## src/rtl/pe_block_stream.sv

```systemverilog
// Streaming BLOCK_NUM x ARRAY_NUM signed MAC grid with a systolic weight
// path, a job FSM and a shift/saturate output stage held under backpressure.
module pe_block_stream #(
  parameter int ARRAY_NUM = 3,
  parameter int BLOCK_NUM = 3,
  parameter int DATA_W    = 8,
  parameter int ACC_W     = 24,
  parameter int SHIFT_W   = 5
) (
  input  logic                                iClk,
  input  logic                                iRst,
  input  logic                                iStart,
  input  logic [15:0]                         iCfgAccLen,
  input  logic [SHIFT_W-1:0]                  iCfgShift,
  input  logic                                iValid,
  output logic                                oReady,
  input  logic [DATA_W*ARRAY_NUM*BLOCK_NUM-1:0] iData,
  input  logic [DATA_W-1:0]                   iWeight,
  output logic                                oBusy,
  output logic                                oValid,
  input  logic                                iReady,
  output logic [DATA_W*ARRAY_NUM*BLOCK_NUM-1:0] oResult
);

  localparam int PE_N = ARRAY_NUM * BLOCK_NUM;
  localparam int WP   = (BLOCK_NUM > 1) ? BLOCK_NUM - 1 : 1;
  localparam logic signed [ACC_W-1:0] SMAX =
    ACC_W'(2 ** (DATA_W - 1) - 1);
  localparam logic signed [ACC_W-1:0] SMIN = -SMAX - 1;

  typedef enum logic [1:0] {IDLE, RUN, OUT} state_t;

  state_t state_q, state_d;
  logic [15:0]        len_q;
  logic [SHIFT_W-1:0] shift_q;
  logic [31:0]        t_q;
  logic [DATA_W-1:0]  wp_q [WP];
  logic [DATA_W-1:0]  wb   [BLOCK_NUM];

  logic signed [ACC_W-1:0]    acc_q [PE_N];
  logic signed [ACC_W-1:0]    acc_d [PE_N];
  logic signed [ACC_W-1:0]    sh    [PE_N];
  logic signed [2*DATA_W-1:0] prod  [PE_N];
  logic [DATA_W*PE_N-1:0]     res_q, res_d;

  logic fire, last, start;

  assign start = (state_q == IDLE) & iStart;
  assign fire  = (state_q == RUN) & iValid;
  assign last  = (t_q == 32'(len_q) + 32'(BLOCK_NUM) - 32'd2);

  // Block b sees the weight of beat t-b; stage 0 masks beats past L.
  always_comb begin
    wb[0] = (t_q < 32'(len_q)) ? iWeight : '0;
    for (int b = 1; b < BLOCK_NUM; b++) begin
      wb[b] = wp_q[b-1];
    end
  end

  always_comb begin
    for (int k = 0; k < PE_N; k++) begin
      prod[k]  = $signed(iData[k*DATA_W +: DATA_W])
               * $signed(wb[k/ARRAY_NUM]);
      acc_d[k] = acc_q[k];
      if (fire
          && t_q >= 32'(k / ARRAY_NUM)
          && t_q <  32'(k / ARRAY_NUM) + 32'(len_q)) begin
        acc_d[k] = acc_q[k] + ACC_W'(prod[k]);
      end
    end
  end

  always_comb begin
    res_d = '0;
    for (int k = 0; k < PE_N; k++) begin
      sh[k] = acc_d[k] >>> shift_q;
      if (sh[k] > SMAX) begin
        res_d[k*DATA_W +: DATA_W] = DATA_W'(SMAX);
      end else if (sh[k] < SMIN) begin
        res_d[k*DATA_W +: DATA_W] = DATA_W'(SMIN);
      end else begin
        res_d[k*DATA_W +: DATA_W] = DATA_W'(sh[k]);
      end
    end
  end

  always_comb begin
    state_d = state_q;
    oReady  = 1'b0;
    oValid  = 1'b0;
    oBusy   = 1'b0;
    unique case (state_q)
      IDLE: begin
        if (iStart) state_d = RUN;
      end
      RUN: begin
        oReady = 1'b1;
        oBusy  = 1'b1;
        if (fire && last) state_d = OUT;
      end
      OUT: begin
        oValid = 1'b1;
        oBusy  = 1'b1;
        if (iReady) state_d = IDLE;
      end
      default: state_d = IDLE;
    endcase
  end

  always_ff @(posedge iClk) begin
    if (iRst) begin
      state_q <= IDLE;
      len_q   <= '0;
      shift_q <= '0;
      t_q     <= '0;
      res_q   <= '0;
      for (int i = 0; i < WP; i++) wp_q[i] <= '0;
      for (int k = 0; k < PE_N; k++) acc_q[k] <= '0;
    end else begin
      state_q <= state_d;
      if (start) begin
        len_q   <= (iCfgAccLen == 16'd0) ? 16'd1 : iCfgAccLen;
        shift_q <= iCfgShift;
        t_q     <= '0;
        for (int i = 0; i < WP; i++) wp_q[i] <= '0;
        for (int k = 0; k < PE_N; k++) acc_q[k] <= '0;
      end else if (fire) begin
        t_q     <= t_q + 32'd1;
        wp_q[0] <= wb[0];
        for (int i = 1; i < WP; i++) wp_q[i] <= wp_q[i-1];
        for (int k = 0; k < PE_N; k++) acc_q[k] <= acc_d[k];
        if (last) res_q <= res_d;
      end
    end
  end

  assign oResult = res_q;

endmodule

```

## config.mk

```make
export PLATFORM = sky130hd
export DESIGN_NAME = pe_block_stream
export DESIGN_NICKNAME = d
export VERILOG_FILES = /design/src/rtl/pe_block_stream.sv
export SDC_FILE = /design/constraint.sdc
export NUM_CORES = 2
export LEC_CHECK = 0
export CORE_MARGIN = 3
export CORE_UTILIZATION = 25
export CTS_BUF_LIST = sky130_fd_sc_hd__clkbuf_4 sky130_fd_sc_hd__clkbuf_8
export CTS_CLUSTER_DIAMETER = 120
export CTS_CLUSTER_SIZE = 8
export DETAILED_ROUTE_END_ITERATION = 8
export PLACE_DENSITY_LB_ADDON = 0.08
export REMOVE_ABC_BUFFERS = 1
export SLEW_MARGIN = 20
export SYNTH_ARGS = -nofsm -noshare
export SYNTH_HDL_FRONTEND = slang
export SYNTH_SLANG_ARGS = --single-unit
```

## constraint.sdc

```tcl
create_clock -name iClk -period 11.4 [get_ports iClk]
set_clock_uncertainty 0.2 [all_clocks]
set_input_delay 2.28 -clock iClk [delete_from_list [all_inputs] [get_ports iClk]]
set_output_delay 2.28 -clock iClk [all_outputs]
set_load 0.01 [all_outputs]
```

Word level (Yosys, flattened, before mapping) --
Memory sizes are Yosys's and may differ from the RTL's. Cells that the tools add are included. W data, S select, Z words.
Operators by class: reductions and logical operators 13, equality and inequality tests 6, bitwise operators 25, add/subtract/negate cells 14, shift-type cells 9, multipliers 9, magnitude comparators 24, mux-type cells 67
Operator list (count):
- $mux W24 | 27
- $add A24 B16 Y24 | 9
- $gt A24 B8 Y1 const B | 9
- $lt A24 B8 Y1 const B | 9
- $sshr A24 B5 Y24 | 9
- $mux W8 | 23
- $mul A8 B8 Y16 | 9
- $ge A32 B1 Y1 const B | 2
- $lt A32 B17 Y1 | 2
- $add A32 B1 Y32 const B | 1
- $eq A32 B32 Y1 | 1
- $ge A32 B2 Y1 const B | 1
- $lt A32 B16 Y1 | 1
- $or A1 B1 Y1 | 22
- $sub A17 B2 Y18 const B | 1
- $add A1 B16 Y17 const A | 1
- $add A16 B2 Y17 const B | 1
- $add A2 B16 Y17 const A | 1
- $logic_not A16 Y1 | 1
- $mux W16 | 1
- $mux W1 | 12
- $logic_and A1 B1 Y1 | 7
- $mux W2 | 3
- $pmux W2 S3 | 1
- 9 further kinds | 13
Word-level totals: bits in writable memories 232, memories 2, word-level logic and storage cells 174, flip-flop bits (word level) 127
Memory list:
- acc_q | words 9, width 24, rd ports 9, clocked after Yosys merged registers in 0, wr ports 9, line 40 | logic signed [ACC_W-1:0] acc_q [PE_N];
- wp_q | words 2, width 8, rd ports 2, clocked after Yosys merged registers in 0, wr ports 2, line 37 | logic [DATA_W-1:0] wp_q [WP];

Longest topological paths before layout --
depth after elaboration 9, depth in mapped cells 38

Worst setup path after synthesis --
Ideal clock, no wire load.
kind register -> register, start point reg len_q[2], end point reg res_q[16] (netlist: oResult[16]), data required time 11.083 ns, setup slack 1.429 ns, data arrival time 9.654 ns, setup time 0.117 ns, cell stages (with the launch flop) 35, buffers on the path 5, clock period less this slack 9.971 ns, cells stage by stage dfxtp_1 inv_1 ha_1 o21ai_1 a21oi_1 o41ai_1 a31o_2 buf_2 buf_2 clkbuf_1 and3_1 clkbuf_1 and2_1 inv_1 fa_1 inv_1 fa_1 fa_1 fa_1 fa_1 ha_1 o21a_1 a21o_1 o2111a_1 or3_1 nand4_1 nand2_1 mux4_2 o221a_1 a2111o_1 o31a_1 or4_1 buf_2 nand2b_1 a32o_1
Between the ends: longest elaborated chain between the ends 9
Ends and longest elaborated chain:
- from (decl) | line 34 | logic [15:0] len_q;
- from (signal assigned) | line 122 | len_q <= (iCfgAccLen == 16'd0) ? 16'd1 : iCfgAccLen;
- $lt A32 B16 Y1 | line 54, 67
- $mux W8 | line 54 | wb[0] = (t_q < 32'(len_q)) ? iWeight : '0;
- $mul A8 B8 Y16 | line 63 | * $signed(wb[k/ARRAY_NUM]);
- $add A24 B16 Y24 | line 68 | acc_d[k] = acc_q[k] + ACC_W'(prod[k]);
- $mux W24 | line 65 | if (fire
- $sshr A24 B5 Y24 | line 76 | sh[k] = acc_d[k] >>> shift_q;
- $lt A24 B8 Y1 | line 79 | end else if (sh[k] < SMIN) begin
- $mux W8 | line 79
- $mux W8 | line 77 | if (sh[k] > SMAX) begin
- to (signal assigned) | line 132 | if (last) res_q <= res_d;
- to (decl) | line 44 | logic [DATA_W*PE_N-1:0] res_q, res_d;
Several ways; a longest one is shown, not always the timed one. A chain may end at the register's enable or synchronous reset.

Final worst setup path --
start point reg len_q[1], end point reg res_q[16] (netlist: oResult[16])
The elaborated chain is that of the path after synthesis.

==> results.tsv <==
stage	metric	value	unit
outcome	status	complete, no violations	
setup_path	Slowest Stage Delay on Critical Path	0.76	ns
layout	Layout area overhead	11.24	%
sta	final hold violations	0	
floorplanning	io pins	181	
clocking	TritonCTS Buffers	52	
clocking	cts repair resizes	0	
floorplanning	die area	295100	um2
layout	share of cells above drive strength 1	0.07895	
sta	minimum clock period	10.49	ns
sta	fmax	0.09531	GHz
routing	via density per instance	5.204	
clocking	Root Driver	clkbuf_8	
min_path	path category of the worst min-delay check	reg2reg	
routing	post-DR wirelength/cell	25.59	um
clocking	clk sinks	359	
sta	slew at the pin closest to its max-slew limit	1.155	ns
routing	DRC	0	
clocking	H-tree depth reported by CTS	2	
placement	GPL Wtd Cong	0.9061	
synthesis	Post-synth EDFFs	232	
setup_path	Req. time, crit path	11.93	ns
setup_path	maximum fanout along the worst path	12	
routing	Detailed Routing Iterations Pass 1	6	
sta	post-route setup TNS	0	ns
synthesis	synth unique cells	114	
placement	Placed Area	79210	um2
floorplanning	Die X-Extent	543.2	um
setup_path	slowest CP cell	and3_1	
synthesis	synthesized netlist cell count	8137	
routing	Vias	62599	
clocking	CTS tree	built	
clocking	Hold-fix buffers, CTS	0	
sta	Max-slew headroom	0.2300	
layout	Total Nets Final	9810	
setup_path	Crit. Startpoint	len_q[1]	
routing	total wire length	307800	um
global_routing	first-pass GRT wire length	458800	um
routing	remaining antenna violation count	0	
global_routing	global-route usage over all layers	0.2067	
layout	post-layout util	0.2805	
synthesis	sequential area share after synthesis	0.1318	
placement	Port Buf Inserts	180	
sta	RSZ-0062 raised after global routing	no	
floorplanning	die span in y	543.2	um
min_path	hold_sp	oResult[18]	
clocking	clock latency on the worst-skew pair	0.84	ns
synthesis	warning count from the yosys run	0	
setup_path	Crit Path Class	reg2reg	
global_routing	pin count of the biggest net entering global routing	141	
global_routing	total gr overflow	0	
floorplanning	core box area	286200	um2
floorplanning	Rows	196	
setup_path	Reg2Reg Launch Point	len_q[1]	
sta	part of the cycle the worst path needs	0.9204	
global_routing	number of global-route vias before repair	65166	
global_routing	antenna violations before repair	20	
setup_path	CP most frequent cell	fa_1	
layout	final instance area	80270	um2
synthesis	Mapped Area	72150	um2
clocking	Clock Tree Buf Depth	3	
floorplanning	initial core utilization	0.2521	
sta	final setup vio count	0	
run	Max-cap violations	0	
setup_path	arrival time at the worst endpoint	11.02	ns
sta	Final Max Slew Viols	0	
synthesis	Yosys reg bits	359	
clocking	post-CTS setup buffer count	0	
synthesis	FFs w/ async S/R, synth	0	
setup_path	critical path launch point type	flip-flop	
clocking	clock transition at the registers of the reported paths	0.07	ns
setup_path	crit path capture type	flip-flop	
placement	Post-DP HPWL	238900	um
routing	initial drt markers	4951	
synthesis	syn avg cell area	8.867	um2
synthesis	Synth Flop Type	edfxtp_1	
metrics by stage:
stage                     std cells  hold slack [ns]  worst slack, ns
after detailed placement      11931           0.2611           0.2039
after global placement        11931           0.2566           0.2699
after CTS                     12020           0.2823           0.8380
after floorplan                7740           0.2700            1.051
final                         12028           0.2793           0.9078
after global routing          12021           0.3014           0.1439
layer usage:
layer	track usage	vias up	share of wire
met2	0.3235	1833	0.44
met4	0.06163	8	0.034
met1	0.2980	31984	0.47
met3	0.02260	381	0.049
li1	-	28393	-
met5	0	-	0.00018
synth_stat cells (131+ instances only):
library cell     n  share of area
a211oi_1       148          0.015
a21oi_1        428          0.030
and2_1         336          0.029
clkbuf_1       296          0.015
edfxtp_1       232          0.097
fa_1           936           0.26
ha_1           545          0.095
inv_1         1138          0.059
mux2i_1        221          0.031
nand2_1        728          0.038
nand3_1        131         0.0091
nor2_1         615          0.032
o21ai_0        311          0.022
xnor2_1        165          0.020
critical path: cells and delay by family, from the launching register on:
| kind | cells | cell delay, ns |
|---|---|---|
| AO/OA/AOI/OAI | 9 | 3.23 |
| adder cells (fa/ha/maj) | 7 | 3.12 |
| buffers and inverters | 4 | 0.46 |
| flip-flops | 1 | 0.43 |
| AND/OR/NAND/NOR | 9 | 2.98 |
cell usage in the layout (no fill, tap or decap), types with 50 or more instances in the layout:
master | Yosys | routed
xnor2_1 | 165 | 165
clkbuf_8 | 0 | 52
nand3_1 | 131 | 131
a21o_1 | 76 | 76
o21ai_0 | 311 | 310
o21a_1 | 52 | 52
dfxtp_1 | 127 | 122
o22ai_1 | 50 | 50
buf_4 | 8 | 240
o211ai_1 | 100 | 100
inv_1 | 1138 | 1135
clkdlybuf4s50_1 | 0 | 179
a21oi_1 | 428 | 427
nand2_1 | 728 | 721
nor3_1 | 109 | 108
fa_1 | 936 | 936
a211oi_1 | 148 | 147
ha_1 | 545 | 545
nor2_1 | 615 | 597
mux4_2 | 125 | 125
and2_1 | 336 | 336
a31oi_1 | 65 | 65
nand2b_1 | 73 | 73
edfxtp_1 | 232 | 232
and3_1 | 62 | 62
mux2i_1 | 221 | 221
cell type report:
| cell class | count | area, um2 |
|---|---|---|
| Inverter | 1140 | 4302 |
| Clock buffer | 83 | 948.4 |
| Antenna cell | 8 | 20.02 |
| Clock inverter | 6 | 91.34 |
| Fill cell | 30703 | 205900 |
| Multi-Input combinational cell | 6241 | 56890 |
| Timing Repair Buffer | 429 | 3779 |
| Sequential cell | 359 | 9528 |
| Tap cell | 3762 | 4707 |
final timing paths:
path | slack (ns) | to | cells after the start
max | 0.91 | oResult[16] | 29
min | 0.28 | oResult[18] | 2
max reg2reg | 0.91 | oResult[16] | 29
min reg2reg | 0.28 | oResult[18] | 2
flip-flops by register name, indices dropped and copies added, names as in the netlist:
signal and flops:
acc_q 216, oResult 72, t_q 32, len_q 16, wp_q 16, shift_q 5
state_q 2
kinds of logic (layout without fill, tap and decap cells):
family          count (synthesis)  in the layout  share of synthesized area
fa+ha+maj                    1481           1481                     0.3542
flops                         359            359                     0.1318
compound gates               1837           1837                     0.1758
simple gates                 2329           2329                     0.1554
other cells                     0              8                          0
mux                           380            380                    0.07498
buf+inv                      1537           1658                    0.08180
xor+xnor                      214            214                    0.02598
Power is left out: the tool's default activity adds up to more than one toggle a clock period on the data nets, which glitch-free logic cannot reach.
